$ cat config.mk
export PLATFORM = sky130hd
export DESIGN_NAME = alu_issue_scheduler
export DESIGN_NICKNAME = d
export VERILOG_FILES = /design/src/rtl/alu_issue_scheduler.sv
export SDC_FILE = /design/constraint.sdc
export NUM_CORES = 2
export LEC_CHECK = 0
export BUFFER_PORTS_ARGS = -buffer_cell sky130_fd_sc_hd__buf_2
export CAP_MARGIN = 10
export CORE_MARGIN = 2
export CORE_UTILIZATION = 40
export CTS_BUF_LIST = sky130_fd_sc_hd__clkbuf_16
export DETAILED_ROUTE_END_ITERATION = 10
export GPL_ROUTABILITY_DRIVEN = 0
export SYNTH_ARGS = -nofsm -noshare
export SYNTH_HDL_FRONTEND = slang
export SYNTH_SLANG_ARGS = --single-unit
$ cat constraint.sdc
create_clock -name clk_in -period 3.3 [get_ports clk_in]
set_input_delay 0.495 -clock clk_in [delete_from_list [all_inputs] [get_ports clk_in]]
set_output_delay 0.495 -clock clk_in [all_outputs]
set_load 0.02 [all_outputs]
$ cat src/rtl/alu_issue_scheduler.sv
// Issue scheduler for the shared ALU: buffers dispatched ops, snoops ALU/LSB
// result buses for pending operands and issues the lowest-index ready entry.
module alu_issue_scheduler #(
    parameter int ROB_WIDTH = 4,
    parameter int DEPTH     = 8
) (
    input  logic                  clk_in,
    input  logic                  rst_n_in,
    input  logic                  rdy_in,
    input  logic                  clear_signal,
    input  logic                  dis_valid,
    input  logic [3:0]            dis_opcode,
    input  logic                  dis_qj_valid,
    input  logic                  dis_qk_valid,
    input  logic [ROB_WIDTH-1:0]  dis_qj,
    input  logic [ROB_WIDTH-1:0]  dis_qk,
    input  logic [31:0]           dis_vj,
    input  logic [31:0]           dis_vk,
    input  logic [ROB_WIDTH-1:0]  dis_tag,
    output logic                  full,
    output logic [$clog2(DEPTH):0] count,
    input  logic                  alu_done,
    input  logic [31:0]           alu_value,
    input  logic [ROB_WIDTH-1:0]  alu_tag,
    input  logic                  lsb_done,
    input  logic [31:0]           lsb_value,
    input  logic [ROB_WIDTH-1:0]  lsb_tag,
    output logic                  cal_signal,
    output logic [3:0]            opcode,
    output logic [31:0]           lhs,
    output logic [31:0]           rhs,
    output logic [ROB_WIDTH-1:0]  tag
);
    localparam int IDX_W = $clog2(DEPTH);
    localparam int CNT_W = IDX_W + 1;

    // Dispatch handshake: dis_valid is accepted at an edge with rdy_in=1,
    // clear_signal=0 and full=0; a request while full is dropped, so the
    // dispatcher must gate dis_valid with !full itself.
    logic [DEPTH-1:0]     valid_q, valid_d;
    logic [DEPTH-1:0]     qj_valid_q, qj_valid_d, qk_valid_q, qk_valid_d;
    logic [3:0]           ent_op_q [DEPTH];
    logic [3:0]           ent_op_d [DEPTH];
    logic [ROB_WIDTH-1:0] ent_tag_q [DEPTH];
    logic [ROB_WIDTH-1:0] ent_tag_d [DEPTH];
    logic [ROB_WIDTH-1:0] qj_q [DEPTH];
    logic [ROB_WIDTH-1:0] qj_d [DEPTH];
    logic [ROB_WIDTH-1:0] qk_q [DEPTH];
    logic [ROB_WIDTH-1:0] qk_d [DEPTH];
    logic [31:0]          vj_q [DEPTH];
    logic [31:0]          vj_d [DEPTH];
    logic [31:0]          vk_q [DEPTH];
    logic [31:0]          vk_d [DEPTH];

    logic                 cal_q, cal_d;
    logic [3:0]           op_q, op_d;
    logic [31:0]          lhs_q, lhs_d, rhs_q, rhs_d;
    logic [ROB_WIDTH-1:0] tag_q, tag_d;

    logic                 issue_hit, free_hit;
    logic [IDX_W-1:0]     issue_idx, free_idx;
    logic [CNT_W-1:0]     cnt;

    // Returns {still_pending, value}; the ALU bus takes priority over the LSB bus.
    function automatic logic [32:0] snoop(
        input logic pend, input logic [ROB_WIDTH-1:0] q, input logic [31:0] v,
        input logic a_done, input logic [ROB_WIDTH-1:0] a_tag, input logic [31:0] a_val,
        input logic l_done, input logic [ROB_WIDTH-1:0] l_tag, input logic [31:0] l_val);
        if (pend && a_done && q == a_tag) return {1'b0, a_val};
        if (pend && l_done && q == l_tag) return {1'b0, l_val};
        return {pend, v};
    endfunction

    always_comb begin
        issue_hit = 1'b0;
        issue_idx = '0;
        free_hit  = 1'b0;
        free_idx  = '0;
        cnt       = '0;
        for (int i = 0; i < DEPTH; i++) begin
            if (valid_q[i] && !qj_valid_q[i] && !qk_valid_q[i] && !issue_hit) begin
                issue_hit = 1'b1;
                issue_idx = IDX_W'(i);
            end
            if (!valid_q[i] && !free_hit) begin
                free_hit = 1'b1;
                free_idx = IDX_W'(i);
            end
            cnt = cnt + CNT_W'(valid_q[i]);
        end
    end

    assign full  = &valid_q;
    assign count = cnt;

    always_comb begin
        valid_d    = valid_q;
        qj_valid_d = qj_valid_q;
        qk_valid_d = qk_valid_q;
        ent_op_d   = ent_op_q;
        ent_tag_d  = ent_tag_q;
        qj_d       = qj_q;
        qk_d       = qk_q;
        vj_d       = vj_q;
        vk_d       = vk_q;
        cal_d      = cal_q;
        op_d       = op_q;
        lhs_d      = lhs_q;
        rhs_d      = rhs_q;
        tag_d      = tag_q;
        if (clear_signal) begin
            valid_d = '0;
            cal_d   = 1'b0;
        end else begin
            for (int i = 0; i < DEPTH; i++) begin
                if (valid_q[i]) begin
                    {qj_valid_d[i], vj_d[i]} = snoop(qj_valid_q[i], qj_q[i], vj_q[i],
                        alu_done, alu_tag, alu_value, lsb_done, lsb_tag, lsb_value);
                    {qk_valid_d[i], vk_d[i]} = snoop(qk_valid_q[i], qk_q[i], vk_q[i],
                        alu_done, alu_tag, alu_value, lsb_done, lsb_tag, lsb_value);
                end
            end
            cal_d = issue_hit;
            if (issue_hit) begin
                op_d               = ent_op_q[issue_idx];
                lhs_d              = vj_q[issue_idx];
                rhs_d              = vk_q[issue_idx];
                tag_d              = ent_tag_q[issue_idx];
                valid_d[issue_idx] = 1'b0;
            end
            // free_idx only ever names a slot that was empty before this edge.
            if (dis_valid && free_hit) begin
                valid_d[free_idx]   = 1'b1;
                ent_op_d[free_idx]  = dis_opcode;
                ent_tag_d[free_idx] = dis_tag;
                qj_d[free_idx]      = dis_qj;
                qk_d[free_idx]      = dis_qk;
                {qj_valid_d[free_idx], vj_d[free_idx]} = snoop(dis_qj_valid, dis_qj, dis_vj,
                    alu_done, alu_tag, alu_value, lsb_done, lsb_tag, lsb_value);
                {qk_valid_d[free_idx], vk_d[free_idx]} = snoop(dis_qk_valid, dis_qk, dis_vk,
                    alu_done, alu_tag, alu_value, lsb_done, lsb_tag, lsb_value);
            end
        end
    end

    always_ff @(posedge clk_in or negedge rst_n_in) begin
        if (!rst_n_in) begin
            valid_q    <= '0;
            qj_valid_q <= '0;
            qk_valid_q <= '0;
            for (int i = 0; i < DEPTH; i++) begin
                ent_op_q[i]  <= '0;
                ent_tag_q[i] <= '0;
                qj_q[i]      <= '0;
                qk_q[i]      <= '0;
                vj_q[i]      <= '0;
                vk_q[i]      <= '0;
            end
            cal_q <= 1'b0;
            op_q  <= '0;
            lhs_q <= '0;
            rhs_q <= '0;
            tag_q <= '0;
        end else if (rdy_in) begin
            valid_q    <= valid_d;
            qj_valid_q <= qj_valid_d;
            qk_valid_q <= qk_valid_d;
            ent_op_q   <= ent_op_d;
            ent_tag_q  <= ent_tag_d;
            qj_q       <= qj_d;
            qk_q       <= qk_d;
            vj_q       <= vj_d;
            vk_q       <= vk_d;
            cal_q      <= cal_d;
            op_q       <= op_d;
            lhs_q      <= lhs_d;
            rhs_q      <= rhs_d;
            tag_q      <= tag_d;
        end
    end

    assign cal_signal = cal_q;
    assign opcode     = op_q;
    assign lhs        = lhs_q;
    assign rhs        = rhs_q;
    assign tag        = tag_q;
endmodule

# Yosys cells after proc, flatten, opt, wreduce, memory -nomap -nowiden
# Index checks and enable logic that the tools add are counted.
[word_totals]
regBits = 737
in_bits = 161
elab_cells = 591
output_inout_bits = 78
[classes]
add_sub_neg = 7
n_reduce_logical = 146
n_mux = 333
eq_ne = 36
magnitude_cmp = 7
bitwise = 6
[op_table]
columns = ["operator", "count"]
rows = [
  ["$mux W33", 76],
  ["$mux W32", 37],
  ["$bwmux W256", 2],
  ["$mux W256", 2],
  ["$bmux W32 S3", 2],
  ["$mux W1", 179],
  ["$eq A4 B4 Y1", 36],
  ["$bwmux W32", 4],
  ["$logic_and A1 B1 Y1", 106],
  ["$demux W32 S3", 1],
  ["$mux W8", 6],
  ["$logic_not A1 Y1", 36],
  ["$mux W3", 12],
  ["$bmux W4 S3", 2],
  ["$mux W4", 5],
  ["$add A4 B1 Y4", 4],
  ["$bwmux W8", 2],
  ["$demux W4 S3", 1],
  ["$and A8 B8 Y8", 1],
  ["$ge A4 B4 Y1 const B", 2],
  ["$lt A3 B4 Y1 const B", 2],
  ["$not A3 Y4", 2],
  ["$not A8 Y8", 1],
  ["$or A8 B8 Y8", 1],
  ["10 further kinds", 13],
]

# Longest topological paths before layout
[depth]
ltp_word = 36
mapped_depth = 10
ltp_nobuf = 9

# Worst setup path before layout
# OpenSTA, ideal clock, no wires.
[synth_timing]
path_kind = "flip-flop to output port"
start = "register valid_q[0]"
end = "output port count[2]"
t_arrival_ns = 2.998
path_stages_with_launch = 10
required_ns = 2.805
path_slack_ns = -0.193
n_path_buf = 0
path_cell_list = "dfrtp_1 -> fa_1 -> inv_1 -> fa_1 -> fa_1 -> inv_1 -> ha_1 -> inv_1 -> fa_1 -> xnor2_1"
[synth_via]
elab_chain_cells = 7
[synth_lines]
columns = ["element", "line_no", "text"]
rows = [
  ["start, declared", "40", "logic [DEPTH-1:0] valid_q, valid_d;"],
  ["start signal, assigned", "165", "valid_q <= valid_d;"],
  ["$add A1 B1 Y2", "89", "cnt = cnt + CNT_W'(valid_q[i]);"],
  ["$add A2 B1 Y3", "89", ""],
  ["$add A3 B1 Y4", "89", ""],
  ["$add A4 B1 Y4 (4 in a row)", "89", ""],
  ["end, declared", "21", "output logic [$clog2(DEPTH):0] count,"],
]
# No other way between the ends.

# Worst setup path after layout
[layout_timing]
start = "register valid_q[0]"
end = "output port count[1]"
# The elaborated chain is that of the path after synthesis.

==> reports/qor.txt <==
CTS Root Cell = clkbuf_16
initial drt markers = 6348
area grow syn2layout = 16.14%
drt wl/cell = 32.30 um
count leader, synth = dfrtp_1
critical path cell sequence = fa_1 > inv_1 > fa_1 > fa_1 > inv_2 > ha_4 > inv_2 > fa_2 > inv_2 > buf_6
post-DR vias/cell = 6.809
pwr dens = 542.1 nW/um^2
clock sink count = 737
TritonCTS clock tree = done
met3 Track Usage GR = 0.1124
CTS Buffer Depth = 3
Final Max Slew Viols = 0
number of fill cells in the layout = 10760
max-cap violation count = 0
post-layout util = 0.4680
placed wire-length estimate = 130700 um
dominant cell type by area after synthesis = dfrtp_1
first-pass GRT wire length = 305200 um
cell count after synthesis = 4880
leakage power = 0.02147 uW
Crit-path slowest cell = fa_1
CP Data Arrival Time = 3520 ps
HP Class = in2reg
vias in the first global route = 43902
antenna-violating nets left = 0
CP Max Fanout = 2
CP Capture Type = primary output
Slew HR = 0.1633
Initial Utilization = 0.4030
Reg clk slew, reported paths = 60 ps
Synth Net Count = 5051
largest cells by area after synthesis = dfrtp_1 41%, mux2i_1 7.8%, nand2_1 4.8%
violated checks = setup timing
largest net degree at the start of global routing = 101
die extent in x = 340.4 um
GRT busiest layer = met2
slowest stage delay, CP = 530 ps
total power = 28500 uW
# DRC = 0
FMAX = 248.9 MHz
register cell area after layout = 18440 um^2
I/O pins = 239
top_reg_cell synth = dfrtp_1
met1 usage = 0.4525
Yosys top cell area share = 0.4074
crit share post-route = 1.217
# setup viols final = 4
final worst slack = -717.1 ps
Synth Warn # = 0
Final min period = 4017 ps
Distinct cells, synth = 81
Skew-Pair Late Insertion Delay = 690 ps
Avg Cell Area, Syn = 9.277 um^2
Mapped Area = 45270 um^2
CTS Buf Count = 87
Slew @ Worst Pin = 1250 ps
post-route clock skew = 36.75 ps
DR vias = 44503
most frequent cells after synthesis = 737 x dfrtp_1, 574 x nand2_1, 385 x clkbuf_1
WP data required = 2800 ps
# H-tree levels = 3
grt total ovfl = 0
RSZ-0062 raised after global routing = true
IO Port Bufs = 238
critical path type = reg2out
post-route design area = 52580 um^2
Hold Vio Cnt, Final = 0
maximum vdd drop = 0.4154 mV
total wire length = 211100 um
DP Area = 49810 um^2
Post-synth EDFFs = 0
core area = 112300 um^2
Seq/Total Area, Yosys = 0.4074
GRT Util Overall = 0.3544
status = complete, but fails checks
multi-input logic area = 23870 um^2
ys async rst share = 1.000
first drt pass iteration count = 6
#FFs+latches synth = 737
Die Y = 340.4 um
met2 global-route usage = 0.5196
initial antenna violation count = 14
Die Footprint = 115900 um^2
Final #Nets = 5138
row cnt = 123
layout cells sized above 1 = 0.2076
startpoint types = flip-flop
-- flip-flops by register name, indices dropped and copies added (netlist names) --
name	flops
vk_q	256
qk_valid_q	8
ent_op_q	32
valid_q	8
qj_q	32
ent_tag_q	32
lhs	32
tag	4
qj_valid_q	8
cal_signal	1
qk_q	32
opcode	4
vj_q	256
rhs	32
-- critical path, delay by kind of cell, from the launching register on --
family,cells,cell delay [ps]
adders and majority gates,5,2100
DFF,1,410
buffers and inverters,5,320
-- per-stage QoR --
step,setup WS [ps],TNS [ps],hold slack (ps),instances
2_1_floorplan,19.19,0,199.4,4880
6_report,-717.1,-2268,97.98,6536
3_3_place_gp,-101.2,-200.5,456.7,6375
5_1_grt,-856.9,-2806,95.31,6533
3_5_place_dp,-66.59,-122.6,462.7,6376
4_1_cts,-751.0,-2292,70.27,6529
-- per-layer routing --
layer  part of all wire  wire length (um)
met1               0.38             79500
met2               0.42             89570
met3               0.13             27100
met4              0.071             14890
met5            0.00029                62
-- path summary, 6_finish.rpt --
kind / from / endpoint / slack [ps] / cells after the start
worst max-delay path: valid_q[0] / count[1] / -720 / 10
worst min-delay path: dis_tag[2] / ent_tag_q[22] / 100 / 3
worst max register to register: valid_q[0] / lhs[5] / 140 / 9
worst min register to register: ent_tag_q[27] / ent_tag_q[27] / 470 / 2
max in group asynchronous: rst_n_in / lhs[26] / 1840 / 3
min in group asynchronous: rst_n_in / vk_q[134] / 350 / 2
-- cells in the final DEF (no fill, tap or decap), types with 68 or more instances in the layout --
cell type	synthesis	final
dfrtp_1	737	736
nand2_1	574	569
mux2i_1	353	353
inv_1	274	287
buf_4	28	257
a22oi_1	236	236
buf_2	104	233
o221ai_1	189	188
a21oi_1	186	180
o22ai_1	179	179
nand3_1	162	158
o21ai_0	160	158
mux2_2	151	151
nor2_1	131	125
a221o_1	117	117
clkbuf_16	0	90
nor3_1	86	81
buf_12	0	73
o22a_1	72	72
xor2_1	69	68
-- layout make-up --
class                      instances  share of cell area
inverter                         276             0.01970
timing repair buffer             570             0.08828
antenna                            6           0.0002856
clock inverter                    62            0.008353
clock buffer                      90             0.04283
sequential                       737              0.3508
multi-input combinational       3295              0.4541
tap                             1500             0.03569
-- power breakdown --
group	switching [uW]	internal [uW]	total [uW]
clock network	4190	5300	9490
logic	4070	3000	7070
registers	1300	10600	11900
-- logic make-up (layout without fill, tap and decap cells) --
group,after synthesis,after routing,synth area share
AOI/OAI and AO/OA,1530,1530,0.2606
xor gates and xnor gates,116,116,0.02244
adders and majority gates,10,10,0.003427
buffers and inverters,848,998,0.07642
DFF,737,737,0.4074
muxes,504,504,0.1156
other,0,6,0
and+or+nand+nor,1135,1135,0.1141
-- timing repair --
item / 4_1_cts / 5_1_grt
setup endpoints to repair: 4 / 4
pin swaps: 0 / 1
resized for setup: 13 / 1
hold endpoints to repair: 42 / 0
setup buffers: 0 / 1
hold buffers: 1 / 0
Note: power is estimated with default switching activity, not from simulation.
